## src/rtl/reg_arb_pkg.sv

```systemverilog
// rtl/reg_arb_pkg.sv - shared types, default widths and round-robin helper for reg_bank_arbiter
package reg_arb_pkg;

   typedef enum logic [1:0] {
      IDLE  = 2'd0,
      ISSUE = 2'd1,
      RDATA = 2'd2
   } arb_state_t;

   localparam int DEF_NUM_REQ    = 2;
   localparam int DEF_ADDR_WIDTH = 8;
   localparam int DEF_DATA_WIDTH = 16;
   localparam int DEF_TIMEOUT    = 15;

   function automatic int unsigned rr_next(input int unsigned idx, input int unsigned n);
      return (idx + 1 < n) ? idx + 1 : 0;
   endfunction

endpackage

```

## src/rtl/reg_bank_arbiter_rr_pick.sv

```systemverilog
// rtl/reg_bank_arbiter_rr_pick.sv - combinational round-robin select: first set request at or after ptr, wrapping
module rr_pick
   import reg_arb_pkg::*;
#(
   parameter int N  = DEF_NUM_REQ,
   parameter int IW = 1
) (
   input  logic [N-1:0]  req,
   input  logic [IW-1:0] ptr,
   output logic [N-1:0]  onehot,
   output logic [IW-1:0] idx,
   output logic          any
);
   int unsigned cand;

   always_comb begin
      onehot = '0;
      idx    = '0;
      any    = 1'b0;
      cand   = 0;
      for (int k = 0; k < N; k++) begin
         cand = 32'(ptr) + 32'(k);
         if (cand >= 32'(N)) cand = cand - 32'(N);
         if (!any && req[cand]) begin
            any          = 1'b1;
            onehot[cand] = 1'b1;
            idx          = IW'(cand);
         end
      end
   end

endmodule

```

## src/rtl/reg_bank_arbiter.sv

```systemverilog
// rtl/reg_bank_arbiter.sv - round-robin arbiter sharing one register-bank port among NUM_REQ requesters
// Defining REG_ARB_TIMEOUT_EN adds an ISSUE-state timeout reported through rsp_err.
module reg_bank_arbiter
   import reg_arb_pkg::*;
#(
   parameter int NUM_REQ    = DEF_NUM_REQ,
   parameter int ADDR_WIDTH = DEF_ADDR_WIDTH,
   parameter int DATA_WIDTH = DEF_DATA_WIDTH,
   parameter int TIMEOUT    = DEF_TIMEOUT
) (
   input  logic                          clk,
   input  logic                          rst,
   input  logic [NUM_REQ-1:0]            req_sel,
   input  logic [NUM_REQ-1:0]            req_wr,
   input  logic [NUM_REQ*ADDR_WIDTH-1:0] req_addr,
   input  logic [NUM_REQ*DATA_WIDTH-1:0] req_wdata,
   output logic [NUM_REQ-1:0]            req_gnt,
   output logic [NUM_REQ-1:0]            rsp_valid,
   output logic [DATA_WIDTH-1:0]         rsp_rdata,
   output logic                          rsp_err,
   output logic                          m_sel,
   output logic                          m_wr,
   output logic [ADDR_WIDTH-1:0]         m_addr,
   output logic [DATA_WIDTH-1:0]         m_wdata,
   input  logic                          m_ready,
   input  logic [DATA_WIDTH-1:0]         m_rdata
);
   localparam int IDX_W = $clog2(NUM_REQ);

   arb_state_t             state, state_d;
   logic [IDX_W-1:0]       rr_ptr, rr_ptr_d;
   logic [NUM_REQ-1:0]     win, win_d, gnt_d, vld_d;
   logic [DATA_WIDTH-1:0]  rdata_d, wdata_d;
   logic [ADDR_WIDTH-1:0]  addr_d;
   logic                   err_d, sel_d, wr_d;
   logic [NUM_REQ-1:0]     pick_oh;
   logic [IDX_W-1:0]       pick_idx;
   logic                   pick_any;

`ifdef REG_ARB_TIMEOUT_EN
   localparam int CNT_W = $clog2(TIMEOUT + 1);
   logic [CNT_W-1:0] cnt, cnt_d;
`else
   logic unused_timeout;
   assign unused_timeout = (TIMEOUT != 0);
`endif

   rr_pick #(.N(NUM_REQ), .IW(IDX_W)) u_pick (
      .req    (req_sel),
      .ptr    (rr_ptr),
      .onehot (pick_oh),
      .idx    (pick_idx),
      .any    (pick_any)
   );

   always_comb begin
      state_d  = state;
      rr_ptr_d = rr_ptr;
      win_d    = win;
      gnt_d    = '0;
      vld_d    = '0;
      rdata_d  = rsp_rdata;
      err_d    = 1'b0;
      sel_d    = m_sel;
      wr_d     = m_wr;
      addr_d   = m_addr;
      wdata_d  = m_wdata;
`ifdef REG_ARB_TIMEOUT_EN
      cnt_d    = cnt;
`endif
      case (state)
         IDLE: begin
            // The requester being answered still shows req_sel this cycle, so hold off arbitration.
            if (pick_any && rsp_valid == '0) begin
               state_d  = ISSUE;
               win_d    = pick_oh;
               gnt_d    = pick_oh;
               sel_d    = 1'b1;
               wr_d     = req_wr[pick_idx];
               addr_d   = req_addr[int'(pick_idx)*ADDR_WIDTH +: ADDR_WIDTH];
               wdata_d  = req_wdata[int'(pick_idx)*DATA_WIDTH +: DATA_WIDTH];
               rr_ptr_d = IDX_W'(rr_next(32'(pick_idx), NUM_REQ));
`ifdef REG_ARB_TIMEOUT_EN
               cnt_d    = '0;
`endif
            end
         end
         ISSUE: begin
            if (m_ready) begin
               sel_d = 1'b0;
               if (m_wr) begin
                  vld_d   = win;
                  state_d = IDLE;
               end else begin
                  state_d = RDATA;
               end
            end
`ifdef REG_ARB_TIMEOUT_EN
            else if (cnt == CNT_W'(TIMEOUT - 1)) begin
               sel_d   = 1'b0;
               vld_d   = win;
               err_d   = 1'b1;
               state_d = IDLE;
            end else begin
               cnt_d = cnt + 1'b1;
            end
`endif
         end
         RDATA: begin
            rdata_d = m_rdata;
            vld_d   = win;
            state_d = IDLE;
         end
         default: state_d = IDLE;
      endcase
   end

   always_ff @(posedge clk) begin
      if (rst) begin
         state     <= IDLE;
         rr_ptr    <= '0;
         win       <= '0;
         req_gnt   <= '0;
         rsp_valid <= '0;
         rsp_rdata <= '0;
         rsp_err   <= 1'b0;
         m_sel     <= 1'b0;
         m_wr      <= 1'b0;
         m_addr    <= '0;
         m_wdata   <= '0;
`ifdef REG_ARB_TIMEOUT_EN
         cnt       <= '0;
`endif
      end else begin
         state     <= state_d;
         rr_ptr    <= rr_ptr_d;
         win       <= win_d;
         req_gnt   <= gnt_d;
         rsp_valid <= vld_d;
         rsp_rdata <= rdata_d;
         rsp_err   <= err_d;
         m_sel     <= sel_d;
         m_wr      <= wr_d;
         m_addr    <= addr_d;
         m_wdata   <= wdata_d;
`ifdef REG_ARB_TIMEOUT_EN
         cnt       <= cnt_d;
`endif
      end
   end

endmodule

```

## config.mk

```make
export PLATFORM = sky130hd
export DESIGN_NAME = reg_bank_arbiter
export DESIGN_NICKNAME = d
export VERILOG_FILES = /design/src/rtl/reg_arb_pkg.sv /design/src/rtl/reg_bank_arbiter_rr_pick.sv /design/src/rtl/reg_bank_arbiter.sv
export SDC_FILE = /design/constraint.sdc
export NUM_CORES = 1
export LEC_CHECK = 0
export ABC_CLOCK_PERIOD_IN_PS = 1750
export BUFFER_PORTS_ARGS = -buffer_cell sky130_fd_sc_hd__buf_2
export CAP_MARGIN = 20
export CORE_ASPECT_RATIO = 0.8
export CORE_MARGIN = 3
export CORE_UTILIZATION = 44
export DETAILED_ROUTE_END_ITERATION = 8
export HOLD_SLACK_MARGIN = 0.12
export PLACE_DENSITY = 0.9
export SLEW_MARGIN = 20
export SYNTH_ARGS = -nofsm -noshare
export SYNTH_HDL_FRONTEND = slang
export SYNTH_HIERARCHICAL = 1
export SYNTH_SLANG_ARGS = --single-unit
```

## constraint.sdc

```tcl
create_clock -name clk -period 1.75 [get_ports clk]
set_input_delay 0.175 -clock clk [delete_from_list [all_inputs] [get_ports clk]]
set_output_delay 0.175 -clock clk [all_outputs]
set_load 0.1 [all_outputs]
```

==> report_table.html <==
<table>
<tr><th>Metric</th><th>Value</th></tr>
<tr><th colspan="2">Logic synthesis</th></tr>
<tr><td>Gate count of the mapped netlist</td><td>213</td></tr>
<tr><td>Synthesized area</td><td>2160 um2</td></tr>
<tr><td>Unique masters post-synth</td><td>28</td></tr>
<tr><td>Post-synth top area share</td><td>0.472</td></tr>
<tr><td>Total nets after synthesis</td><td>about 290</td></tr>
<tr><td>Share of synthesized area occupied by flip-flops and latches</td><td>0.472</td></tr>
<tr><td>Mean cell area of the mapped netlist</td><td>10.1 um2</td></tr>
<tr><td>Synth top area cells</td><td>dfxtp_1 (47%), mux2i_1 (20%), a211oi_1 (8.3%)</td></tr>
<tr><td>Flip-flop and latch count after synthesis</td><td>51</td></tr>
<tr><td>Yosys Warn Count</td><td>6</td></tr>
<tr><td>Post-synthesis cell type with the largest combined area</td><td>dfxtp_1</td></tr>
<tr><th colspan="2">STA</th></tr>
<tr><td>Minimum setup slack in the final design</td><td>0.191 ns</td></tr>
<tr><td>Count of final hold-check violations</td><td>0</td></tr>
<tr><td>Setup skew after layout</td><td>0.00534 ns</td></tr>
<tr><td>Shortest clock period the worst path allows after layout</td><td>1.56 ns</td></tr>
<tr><td>Maximum achievable frequency</td><td>0.642 GHz</td></tr>
<tr><td>Setup-failing EPs final</td><td>0</td></tr>
<tr><td>Slew Limit Fails</td><td>0</td></tr>
<tr><td>Setup tns final</td><td>0 ns</td></tr>
<tr><td>Unrepaired setup endpoints after global routing</td><td>false</td></tr>
<tr><td>Crit share post-route</td><td>0.891</td></tr>
<tr><td>Worst hold slack</td><td>0.120 ns</td></tr>
<tr><th colspan="2">Route</th></tr>
<tr><td>Average wire per cell in the routed design</td><td>12.4 um</td></tr>
<tr><td>Number of iterations in the first detailed-routing pass</td><td>4</td></tr>
<tr><td>Number of DRC markers after the initial detailed-route iteration</td><td>50</td></tr>
<tr><td>Drt drc</td><td>0</td></tr>
<tr><td>Routed vias/inst</td><td>between 4 and 5</td></tr>
<tr><td>Total wire length</td><td>around 4900 um</td></tr>
<tr><td>Vias</td><td>~1900</td></tr>
<tr><td>Detail Route Antenna Nets</td><td>0</td></tr>
<tr><th colspan="2">Pwr</th></tr>
<tr><td>Worst ir drop on vdd</td><td>671 uV</td></tr>
<tr><td>Total power</td><td>~4.2 mW</td></tr>
<tr><td>Leakage power total</td><td>about 1.5 nW</td></tr>
<tr><td>Pwr per Cell Area</td><td>1360 nW/um2</td></tr>
<tr><th colspan="2">Finish</th></tr>
<tr><td>Growth of design area from synthesis to finish</td><td>42.2%</td></tr>
<tr><td>Multi-input gate area</td><td>about 1000 um2</td></tr>
<tr><td>Sequential cell area in the final layout</td><td>1020 um2</td></tr>
<tr><td>Nets</td><td>412</td></tr>
<tr><td>Filler cells</td><td>371</td></tr>
<tr><td>Most frequent cells in the layout</td><td>buf_2 (116), dfxtp_1 (49), mux2i_1 (44), nor2_1 (44), a211oi_1 (24)</td></tr>
<tr><td>Leading cell type in the layout, fill and taps excluded</td><td>buf_2</td></tr>
<tr><td>Count of inserted antenna diode cells</td><td>0</td></tr>
<tr><td>Fraction of final layout cells sized beyond drive strength 1</td><td>0.402</td></tr>
<tr><th colspan="2">Critical path</th></tr>
<tr><td>Arrival @ worst endpoint</td><td>1.77 ns</td></tr>
<tr><td>Category of the worst setup path launch point</td><td>register</td></tr>
<tr><td>Category of the worst setup path capture point</td><td>register</td></tr>
<tr><td>R2r setup slk</td><td>0.19 ns</td></tr>
<tr><td>Worst Reg2Reg Path Length in Cells</td><td>6</td></tr>
<tr><td>Category of the most critical setup path</td><td>reg -&gt; reg</td></tr>
<tr><td>Required time of the critical path</td><td>1.96 ns</td></tr>
<tr><td>Endpoint of the lowest-slack register-to-register path</td><td>m_wdata[6]$_SDFFE_PP0P_</td></tr>
<tr><td>Reg2Reg Launch Point</td><td>state[0]$_SDFFE_PP0P_</td></tr>
<tr><td>Highest net fanout along the worst path</td><td>28</td></tr>
<tr><th colspan="2">Floorplan</th></tr>
<tr><td>DIE AREA</td><td>just under 6000 um2</td></tr>
<tr><td>Number of rows created at floorplan</td><td>22</td></tr>
<tr><td>Number of top-level pins</td><td>118</td></tr>
<tr><td>Effective utilization at floorplan</td><td>0.464</td></tr>
<tr><td>Die X</td><td>84.4 um</td></tr>
<tr><td>Core ar.</td><td>4650 um2</td></tr>
<tr><td>Die Span Y</td><td>slightly below 70 um</td></tr>
<tr><th colspan="2">Place</th></tr>
<tr><td>Total of buffers placed on input and output ports</td><td>116</td></tr>
<tr><td>Final RePlAce weighted congestion</td><td>0.729</td></tr>
<tr><td>HPWL reported at the end of detailed placement</td><td>3680 um</td></tr>
<tr><td>Setup WS pre-CTS</td><td>0.207 ns</td></tr>
<tr><th colspan="2">Clock tree</th></tr>
<tr><td>Cts bufs inserted</td><td>5</td></tr>
<tr><td>Later-pin clock latency in the skew report</td><td>0.30 ns</td></tr>
<tr><td>Clock root cell</td><td>clkbuf_8</td></tr>
<tr><td>Deepest level of the CTS H-tree</td><td>2</td></tr>
<tr><td>Sinks on the clock net</td><td>51</td></tr>
<tr><td>Clock transition at path regs</td><td>about 0.090 ns</td></tr>
<tr><td>CTS tree</td><td>yes</td></tr>
<tr><td>Worst-case clock buffer depth</td><td>2</td></tr>
<tr><th colspan="2">Min path</th></tr>
<tr><td>Worst Hold Path EP</td><td>rsp_rdata[11]$_SDFFE_PP0N_</td></tr>
<tr><td>WHS Path Cells</td><td>3</td></tr>
<tr><td>Launch instance of the worst min-delay path</td><td>m_rdata[11]</td></tr>
<tr><td>Worst min-delay path category</td><td>in -&gt; reg</td></tr>
<tr><th colspan="2">GRT</th></tr>
<tr><td>Leftover overflow at the end of global routing</td><td>0</td></tr>
<tr><td>Antenna violations before repair</td><td>0</td></tr>
<tr><td>Met2 GRT Util</td><td>0.317</td></tr>
<tr><td>Busiest metal layer after global routing</td><td>met2</td></tr>
<tr><td>First-pass GRT wire length</td><td>approximately 8100 um</td></tr>
<tr><td>Via count of the first global-routing pass</td><td>1837</td></tr>
<tr><td>Largest net degree at the start of global routing</td><td>30</td></tr>
<tr><td>Met3 demand-to-capacity share in global routing</td><td>0.0475</td></tr>
<tr><td>Met1 usage in global routing</td><td>0.204</td></tr>
<tr><td>Overall global routing resource usage</td><td>0.175</td></tr>
<tr><th colspan="2">Run status</th></tr>
<tr><td>Outcome</td><td>complete, no violations</td></tr>
<tr><th colspan="2">Job</th></tr>
<tr><td>Max_cap viols</td><td>0</td></tr>
</table>
critical path, stage by stage (launching register included):
cell,delay (ns)
dfxtp_1,0.34
inv_1,0.11
ha_1,0.22
and4bb_2,0.32
buf_12,0.18
nor2_1,0.05
a211oi_1,0.24
worst max-delay path by stage:
stage,start,endpoint,slack [ns],cells past startpoint
after global placement,state[0]$_SDFFE_PP0P_,win[1]$_SDFFE_PP0P_,0.28,6
after floorplan,rsp_valid[0]$_SDFF_PP0_,m_addr[1]$_SDFFE_PP0P_,0.20,4
after CTS,state[0]$_SDFFE_PP0P_,m_wdata[6]$_SDFFE_PP0P_,0.17,6
after global routing,state[1]$_SDFFE_PP0P_,m_addr[5]$_SDFFE_PP0P_,0.05,6
final,state[0]$_SDFFE_PP0P_,m_wdata[6]$_SDFFE_PP0P_,0.19,6
after detailed placement,state[0]$_SDFFE_PP0P_,m_wdata[6]$_SDFFE_PP0P_,0.21,6
per-layer routing:
metal	vias up	part of all wire
li1	989	-
met1	844	0.42
met2	69	0.50
met3	8	0.068
met4	0	0.016
met5	-	0
repair_timing:
action	in CTS	in global routing
gates resized for setup	0	0
setup buffers	0	0
hold buffers	13	0
hold endpoints to repair	13	0
registers in the layout, indices dropped and copies added, names as in the netlist, 2 cells and up:
register and flops:
m_wdata 16, rsp_rdata 16, m_addr 8, req_gnt 2
rsp_valid 2, state 2, win 2
report_power, final:
part           internal [mW]  switching [mW]  total (mW)
clock                  0.571           0.366       0.937
sequential              1.32          0.0835        1.40
combinational          0.431            1.42        1.85
synth_stat cells:
cell      instances
nand2_1           1
buf_1             1
a21boi_0          4
a2111o_1          1
nor3b_1           1
a31oi_1           1
dfxtp_1          51
buf_2             8
or3b_4            1
and2_1            2
or2_1             1
and3b_1           2
inv_1             3
a211oi_1         24
buf_4             4
a21oi_1           2
ha_1              4
o31ai_1           1
buf_6             1
clkbuf_1          3
mux2i_1          44
clkbuf_4          1
a211oi_2          2
nor3_1            1
nor2_1           44
conb_1            1
nand2b_1          3
and4bb_2          1
layout make-up:
cell class	instances	share of cell area
clock buffers	6	0.0236
flip-flops and latches	51	0.333
well taps	60	0.0244
multi-input cells	141	0.337
inverters	3	0.00367
repair buffers	135	0.258
clock inverters	2	0.0196
cells by family (layout without fill, tap and decap cells):
kind of cell,after synthesis,count (layout),share of synthesized area
compound gates,35,35,0.125
fa+ha+maj,4,4,0.0232
buf+inv,21,146,0.0533
flops,51,51,0.472
mux,44,44,0.204
other cells,1,1,0.00174
simple gates,57,57,0.120
per-stage QoR:
| step | instance area, um2 | instances | util |
|---|---|---|---|
| 2_1_floorplan | 2160 | 213 | - |
| 3_3_place_gp | 2810 | 377 | 0.604 |
| 3_5_place_dp | 2810 | 377 | 0.604 |
| 4_1_cts | 3070 | 398 | 0.660 |
| 5_1_grt | 3070 | 398 | 0.660 |
| 6_report | 3070 | 398 | 0.660 |
No activity file was read; power rests on OpenSTA's default activity.
